`config.mk`:
```
export PLATFORM = sky130hd
export DESIGN_NAME = io_cycle_initiator_flat
export DESIGN_NICKNAME = d
export VERILOG_FILES = /design/src/rtl/io_cycle_initiator_if.sv /design/src/rtl/io_cycle_initiator.sv /design/src/flat_wrapper.sv
export SDC_FILE = /design/constraint.sdc
export NUM_CORES = 1
export LEC_CHECK = 0
export CAP_MARGIN = 40
export CELL_PAD_IN_SITES_DETAIL_PLACEMENT = 0
export CELL_PAD_IN_SITES_GLOBAL_PLACEMENT = 1
export CORE_ASPECT_RATIO = 1.1
export CORE_MARGIN = 1.5
export CORE_UTILIZATION = 32
export CTS_CLUSTER_DIAMETER = 40
export DETAILED_ROUTE_END_ITERATION = 10
export PLACE_DENSITY = 0.77
export SYNTH_ARGS = -nofsm -noshare
export SYNTH_HDL_FRONTEND = slang
export SYNTH_SLANG_ARGS = --single-unit
```
`constraint.sdc`:
```
create_clock -name clock -period 2.25 [get_ports clock]
set_clock_uncertainty 0.15 [all_clocks]
set_input_delay 0.3375 -clock clock [delete_from_list [all_inputs] [get_ports clock]]
set_output_delay 0.3375 -clock clock [all_outputs]
set_load 0.02 [all_outputs]
```
`src/rtl/io_cycle_initiator_if.sv`:
```
// Request/response handshake and I/O bus signals of io_cycle_initiator.
// The master modport is the initiator's view: it accepts requests, returns
// responses and drives the port-space bus. The slave modport is the mirror
// view used by whatever sits on the other side.
interface io_cycle_initiator_if;
  logic       req_valid;
  logic       req_ready;
  logic       req_write;
  logic [7:0] req_port;
  logic [7:0] req_wdata;
  logic       rsp_valid;
  logic [7:0] rsp_rdata;
  logic       rsp_timeout;
  logic [7:0] address;
  logic       iowrite;
  logic       ioread;
  logic [7:0] dout;
  logic       dout_oe;
  logic [7:0] din;
  logic       io_wait;

  modport master (
    input  req_valid, req_write, req_port, req_wdata, din, io_wait,
    output req_ready, rsp_valid, rsp_rdata, rsp_timeout,
           address, iowrite, ioread, dout, dout_oe
  );

  modport slave (
    output req_valid, req_write, req_port, req_wdata, din, io_wait,
    input  req_ready, rsp_valid, rsp_rdata, rsp_timeout,
           address, iowrite, ioread, dout, dout_oe
  );
endinterface

```
`src/rtl/io_cycle_initiator.sv`:
```
// Bus-master side of the 8-bit I/O port space. Turns one request into a
// timed SETUP / STROBE / HOLD cycle on address, iowrite/ioread and dout, then
// returns a one-cycle response. Define IO_CYCLE_WAIT_EN to honour io_wait
// (strobe stretching with a bounded timeout); otherwise io_wait is ignored.
module io_cycle_initiator #(
  parameter int unsigned SETUP_CYC    = 1,
  parameter int unsigned STROBE_CYC   = 4,
  parameter int unsigned HOLD_CYC     = 1,
  parameter int unsigned WAIT_TIMEOUT = 255
) (
  input logic                  clock,
  input logic                  reset_n,
  io_cycle_initiator_if.master bus
);
  localparam logic [7:0] SetupLoad  = 8'(SETUP_CYC);
  localparam logic [7:0] StrobeLoad = 8'(STROBE_CYC);
  localparam logic [7:0] HoldLoad   = 8'(HOLD_CYC);
`ifdef IO_CYCLE_WAIT_EN
  localparam logic [7:0] WaitLoad   = 8'(WAIT_TIMEOUT);
`endif

  typedef enum logic [2:0] {
    IDLE   = 3'd0,
    SETUP  = 3'd1,
    STROBE = 3'd2,
`ifdef IO_CYCLE_WAIT_EN
    WAITST = 3'd3,
`endif
    HOLD   = 3'd4,
    RESP   = 3'd5
  } stateType;

  stateType   state;
  stateType   nextState;
  logic [7:0] cnt;         // shared phase down-counter
  logic [7:0] cntLoad;
  logic       loadCnt;
  logic       decCnt;
  logic       accept;
  logic       sampleDin;
  logic [7:0] addrReg;
  logic [7:0] doutReg;
  logic       writeFlag;
  logic [7:0] readReg;
  logic       strobeOn;
`ifdef IO_CYCLE_WAIT_EN
  logic       setTimeout;
  logic       timeoutFlag;
`else
  logic       unusedWait;
`endif

  // State register; reset aborts any cycle in flight without a response.
  always_ff @(posedge clock or negedge reset_n) begin
    // NOTE: sequential state uses non-blocking assignment so every register
    // samples pre-edge values regardless of statement or process order.
    if (!reset_n) state <= IDLE;
    else          state <= nextState;
  end

  // Next-state and counter control for the phase sequencer.
  always_comb begin
    // NOTE: every output of this block gets a default first, so no path
    // leaves a value unassigned and no latch is inferred.
    nextState = state;
    cntLoad   = '0;
    loadCnt   = 1'b0;
    decCnt    = 1'b0;
    accept    = 1'b0;
    sampleDin = 1'b0;
`ifdef IO_CYCLE_WAIT_EN
    setTimeout = 1'b0;
`endif
    case (state)
      IDLE: begin
        if (bus.req_valid) begin
          accept    = 1'b1;
          loadCnt   = 1'b1;
          cntLoad   = SetupLoad;
          nextState = SETUP;
        end
      end
      SETUP: begin
        if (cnt == 8'd1) begin
          loadCnt   = 1'b1;
          cntLoad   = StrobeLoad;
          nextState = STROBE;
        end else begin
          decCnt = 1'b1;
        end
      end
      STROBE: begin
        if (cnt == 8'd1) begin
          loadCnt   = 1'b1;
          cntLoad   = HoldLoad;
          sampleDin = 1'b1;
          nextState = HOLD;
`ifdef IO_CYCLE_WAIT_EN
          // Peripheral not ready at the end of the minimum width: stretch.
          if (bus.io_wait) begin
            sampleDin = 1'b0;
            cntLoad   = WaitLoad;
            nextState = WAITST;
          end
`endif
        end else begin
          decCnt = 1'b1;
        end
      end
`ifdef IO_CYCLE_WAIT_EN
      WAITST: begin
        if (!bus.io_wait) begin
          loadCnt   = 1'b1;
          cntLoad   = HoldLoad;
          sampleDin = 1'b1;
          nextState = HOLD;
        end else if (cnt == 8'd1) begin
          loadCnt    = 1'b1;
          cntLoad    = HoldLoad;
          setTimeout = 1'b1;
          nextState  = HOLD;
        end else begin
          decCnt = 1'b1;
        end
      end
`endif
      HOLD: begin
        if (cnt == 8'd1) nextState = RESP;
        else             decCnt    = 1'b1;
      end
      RESP:    nextState = IDLE;
      default: nextState = IDLE;
    endcase
  end

  // Request latch, phase counter and read-data capture.
  always_ff @(posedge clock or negedge reset_n) begin
    if (!reset_n) begin
      cnt       <= '0;
      addrReg   <= '0;
      doutReg   <= '0;
      writeFlag <= 1'b0;
      readReg   <= '0;
    end else begin
      if (accept) begin
        addrReg   <= bus.req_port;
        doutReg   <= bus.req_wdata;
        writeFlag <= bus.req_write;
        readReg   <= '0;           // writes report 0x00
      end
      if (loadCnt)     cnt <= cntLoad;
      else if (decCnt) cnt <= cnt - 8'd1;
      if (sampleDin && !writeFlag) readReg <= bus.din;
`ifdef IO_CYCLE_WAIT_EN
      if (setTimeout && !writeFlag) readReg <= 8'hFF;
`endif
    end
  end

`ifdef IO_CYCLE_WAIT_EN
  // Timeout flag, cleared per request and set when the wait budget runs out.
  always_ff @(posedge clock or negedge reset_n) begin
    if (!reset_n)        timeoutFlag <= 1'b0;
    else if (accept)     timeoutFlag <= 1'b0;
    else if (setTimeout) timeoutFlag <= 1'b1;
  end

  assign strobeOn        = (state == STROBE) || (state == WAITST);
  assign bus.rsp_timeout = timeoutFlag;
`else
  assign strobeOn        = (state == STROBE);
  assign bus.rsp_timeout = 1'b0;
  assign unusedWait      = &{1'b0, bus.io_wait, 8'(WAIT_TIMEOUT)};
`endif

  // Strobes decode straight from state so reset drops them immediately.
  assign bus.iowrite   = strobeOn &  writeFlag;
  assign bus.ioread    = strobeOn & ~writeFlag;
  assign bus.dout_oe   = writeFlag && (state != IDLE) && (state != RESP);
  assign bus.address   = addrReg;
  assign bus.dout      = doutReg;
  assign bus.req_ready = (state == IDLE);
  assign bus.rsp_valid = (state == RESP);
  assign bus.rsp_rdata = readReg;
endmodule

```
`src/flat_wrapper.sv`:
```
// flat-port wrapper written by rule: the top's interface ports become plain ports
module io_cycle_initiator_flat 
#(
  parameter int unsigned SETUP_CYC    = 1,
  parameter int unsigned STROBE_CYC   = 4,
  parameter int unsigned HOLD_CYC     = 1,
  parameter int unsigned WAIT_TIMEOUT = 255
)
  (clock, reset_n, bus_req_valid, bus_req_write, bus_req_port, bus_req_wdata, bus_din, bus_io_wait, bus_req_ready, bus_rsp_valid, bus_rsp_rdata, bus_rsp_timeout, bus_address, bus_iowrite, bus_ioread, bus_dout, bus_dout_oe);
  io_cycle_initiator_if bus_i ();
  input logic clock;
  input logic reset_n;
  input wire logic [$bits(bus_i.req_valid)-1:0] bus_req_valid;
  input wire logic [$bits(bus_i.req_write)-1:0] bus_req_write;
  input wire logic [$bits(bus_i.req_port)-1:0] bus_req_port;
  input wire logic [$bits(bus_i.req_wdata)-1:0] bus_req_wdata;
  input wire logic [$bits(bus_i.din)-1:0] bus_din;
  input wire logic [$bits(bus_i.io_wait)-1:0] bus_io_wait;
  output wire logic [$bits(bus_i.req_ready)-1:0] bus_req_ready;
  output wire logic [$bits(bus_i.rsp_valid)-1:0] bus_rsp_valid;
  output wire logic [$bits(bus_i.rsp_rdata)-1:0] bus_rsp_rdata;
  output wire logic [$bits(bus_i.rsp_timeout)-1:0] bus_rsp_timeout;
  output wire logic [$bits(bus_i.address)-1:0] bus_address;
  output wire logic [$bits(bus_i.iowrite)-1:0] bus_iowrite;
  output wire logic [$bits(bus_i.ioread)-1:0] bus_ioread;
  output wire logic [$bits(bus_i.dout)-1:0] bus_dout;
  output wire logic [$bits(bus_i.dout_oe)-1:0] bus_dout_oe;
  assign bus_i.req_valid = bus_req_valid;
  assign bus_i.req_write = bus_req_write;
  assign bus_i.req_port = bus_req_port;
  assign bus_i.req_wdata = bus_req_wdata;
  assign bus_i.din = bus_din;
  assign bus_i.io_wait = bus_io_wait;
  assign bus_req_ready = bus_i.req_ready;
  assign bus_rsp_valid = bus_i.rsp_valid;
  assign bus_rsp_rdata = bus_i.rsp_rdata;
  assign bus_rsp_timeout = bus_i.rsp_timeout;
  assign bus_address = bus_i.address;
  assign bus_iowrite = bus_i.iowrite;
  assign bus_ioread = bus_i.ioread;
  assign bus_dout = bus_i.dout;
  assign bus_dout_oe = bus_i.dout_oe;
  io_cycle_initiator #(.SETUP_CYC(SETUP_CYC), .STROBE_CYC(STROBE_CYC), .HOLD_CYC(HOLD_CYC), .WAIT_TIMEOUT(WAIT_TIMEOUT)) u_core (.clock(clock), .reset_n(reset_n), .bus(bus_i));
endmodule
```
==> parameters.txt <==
Parameter                              Value

Setup path
  CP arrival    about 1700 ps
  Launch point of the worst path    u_core.state[0]
  CP Launch Type    register
  Crit path buffers/inverters    2
  Cell type group with the largest total delay on the critical path    simple AND/OR/NAND/NOR gates
  Crit Path Max Fanout    6
  Delay of the slowest cell on the worst path    between 500 and 600 ps
  R2R Path Start    u_core.cnt[4]
  Required time at the endpoint of the critical path    about 1800 ps
  Worst setup EP type    output port
  Critical path, cell by cell    or4b_1 > inv_1 > clkdlybuf4s15_1
  Slowest stage cell on the critical path    sky130_fd_sc_hd__or4b_1
  WS Path Type    register to output port

Detailed routing
  Detailed-route wire length    roughly 4300 um
  Initial DRT Pass Iterations    4
  Wire length the detailed router placed on met1    1868 um
  Detail-routed via count per cell    slightly below 5
  DRC violation total after the first TritonRoute iteration    50
  Antenna violation net count after detailed routing    0
  Wire length per cell    roughly 13 um
  Vias after detailed routing    ~1.6k
  Sum of met2 wire segment lengths after detailed routing    about 2000 um
  DR WL met3    between 300 and 400 um
  Post-route DRC    0
  Top metal layer carrying routed signals    met4

Synthesis
  Post-synthesis instance area    between 1500 and 2000 um2
  Number of enable flip-flop cells after synthesis    0
  Post-synthesis sequential area ratio    a little under half
  Most numerous cell in the Yosys netlist    sky130_fd_sc_hd__dfrtp_1
  Cell types with the largest area share after synthesis    sky130_fd_sc_hd__dfrtp_1 (47%), sky130_fd_sc_hd__mux2_2 (10%), sky130_fd_sc_hd__o21ai_2 (3.7%)
  Synthesized netlist cell count    180
  Post-Syn Nets    about 210
  Leading register cell type out of synthesis    sky130_fd_sc_hd__dfrtp_1
  Number of different library cells in the post-synthesis netlist    47
  Fraction of registers with async set/reset    between 90% and 100%
  Average instance area after synthesis    roughly 11 um2
  Yosys top cell by area    sky130_fd_sc_hd__dfrtp_1
  Synth Warn #    0
  Fraction of synthesized cell area taken by the top area cell type    a little under half
  Flip-flop and latch count after synthesis    36
  Top post-synthesis cells by count    sky130_fd_sc_hd__dfrtp_1 (36), sky130_fd_sc_hd__mux2_2 (17), sky130_fd_sc_hd__inv_1 (14), sky130_fd_sc_hd__nand3_1 (9)

Die
  Die H    around 84 um
  Initial Utilization    around a third
  Die Area    roughly 6400 um2
  I/O pin total    59
  Area of the core region    a little under 6000 um2
  Horizontal die dimension    between 70 and 80 um
  Rows    29

GRT
  Grt total ovfl    0
  Pin count of the biggest net entering global routing    37
  Via count of the first global-routing pass    approximately 1.6k
  Antenna violations before repair    0
  Wire length of the first global-routing pass    ~7500 um
  Total Routing Usage GR    about 14%

Timing
  Count of final hold-check violations    0
  Setup TNS Final    0 ps
  Final hold slack    about 310 ps
  Setup violations, final    0
  Fin crit period    between 2000 and 2500 ps
  RSZ-0062 raised after global routing    no
  Highest achievable clock rate    between 400 and 500 MHz
  Final number of max-transition violations    0
  Final clock period utilization by the worst path    between 90% and 100%

Finish
  Core Util, Final    approximately 48%
  Proportion of layout cells with a drive suffix above 1    between 20% and 30%
  Antenna diode count    0
  Synthesis-to-layout area growth    45.16%
  Number of nets in the layout    approximately 280

Clock network
  CTS tree    done
  Number of levels the H-tree was split into    2
  CTS max path bufs    2
  Worst-path clk slew    around 70 ps
  Clock latency of the later-clocked register in the worst-skew pair    between 200 and 300 ps
  Hold-fix buffers at CTS    0
  Sink count of the clock tree    36
  Total CTS buffers    5
  Master cell of the clock root buffer    sky130_fd_sc_hd__clkbuf_8

Place
  Total of buffers placed on input and output ports    56
  Placer congestion estimate    about 0.82
  Half-perimeter wire length after detailed placement    between 3000 and 4000 um

Power and ir drop
  Total power per unit cell area    1184 nW/um2
  Leakage power figure    1.244 nW
  Max rail drop VDD    around 0.62 mV

Status
  Result of the run    finished, final reports clean

Job
  Count of max-cap constraint violations    0

Hold path
  Min-Delay Path Class    input pin to asynchronous set/reset pin
-- through the flow --
step | total power, mW | instance area, um2 | worst slack [ps] | instances
floorplan | 2.091 | 1917 | 104.5 | 180
global placement | 2.819 | 2671 | 76.52 | 320
detailed placement | 2.849 | 2671 | 50.67 | 320
CTS | 3.311 | 2756 | 10.74 | 328
global route | 3.539 | 2775 | 8.904 | 328
finish | 3.284 | 2775 | 96.98 | 328
-- routing by layer --
metal,track usage (%),vias to the layer above
met1,18.41,782
met3,5.792,6
met4,3.535,0
met5,0,-
li1,-,781
met2,22.45,51
-- power breakdown --
part	switching, mW	total (mW)	internal (mW)
combinational	0.895	1.80	0.906
clock	0.231	0.450	0.220
sequential	0.139	1.03	0.894
-- state kept, by name, summed over array words and instances, names as in the netlist --
name,flops
u_core.cnt,8
u_core.bus.address,8
u_core.writeFlag,1
u_core.bus.dout,8
u_core.bus.rsp_rdata,8
u_core.state,3
-- cell families after synthesis --
logic type / count (synthesis) / share of synthesized area, %
and+or+nand+nor: 57 / 17.47
buffers and inverters: 27 / 6.806
AOI/OAI and AO/OA: 36 / 15.05
DFF: 36 / 47.12
other: 1 / 0.1961
adders and majority gates: 2 / 1.309
xor gates and xnor gates: 1 / 0.4582
muxes: 20 / 11.58
-- path summary, 6_finish.rpt --
path	end	slack [ps]	cells after the start
hold reg to reg	u_core.bus.address[3]	360	1
setup / recovery	bus_ioread	100	3
max in group asynchronous	u_core.writeFlag	1300	2
min in group clock	u_core.bus.address[3]	360	1
setup reg to reg	u_core.cnt[7]	140	4
hold / removal	u_core.bus.address[7]	310	2
-- cell type report --
cell class	count	area, um2
fill	546	2994
multi-input combinational	117	898.4
timing repair buffer	76	738.2
inverter	14	52.55
clock buffer	6	72.57
tap	77	96.34
clock inverter	2	16.27
sequential	36	900.9
-- cells in the final DEF (no fill, tap or decap), types with 2 or more instances in the layout --
master                            count
sky130_fd_sc_hd__o21ai_0              4
sky130_fd_sc_hd__dlygate4sd2_1        2
sky130_fd_sc_hd__nand2_1              6
sky130_fd_sc_hd__clkbuf_8             5
sky130_fd_sc_hd__or4_1                3
sky130_fd_sc_hd__nor3_1               5
sky130_fd_sc_hd__or3_1                2
sky130_fd_sc_hd__mux2i_1              3
sky130_fd_sc_hd__nor2b_1              2
sky130_fd_sc_hd__nor3_2               3
sky130_fd_sc_hd__buf_12               2
sky130_fd_sc_hd__buf_4               18
sky130_fd_sc_hd__o21ai_2              8
sky130_fd_sc_hd__dlymetal6s2s_1       2
sky130_fd_sc_hd__nand4_1              2
sky130_fd_sc_hd__nor2_1               8
sky130_fd_sc_hd__inv_1               14
sky130_fd_sc_hd__nor3b_1              5
sky130_fd_sc_hd__nor4_1               2
sky130_fd_sc_hd__dfrtp_1             36
sky130_fd_sc_hd__o21ba_2              2
sky130_fd_sc_hd__ha_1                 2
sky130_fd_sc_hd__nand3_2              2
sky130_fd_sc_hd__nand3_1              9
sky130_fd_sc_hd__a21oi_1              8
sky130_fd_sc_hd__a21o_2               2
sky130_fd_sc_hd__and3_1               2
sky130_fd_sc_hd__mux2_2              17
sky130_fd_sc_hd__clkdlybuf4s50_1     51
-- repair_timing --
action | 4_1_cts | 5_1_grt
resized for setup | 3 | 6
setup endpoints to repair | 3 | 12
buffers inserted | 0 | 0
Power figures use the tool's default switching activity.
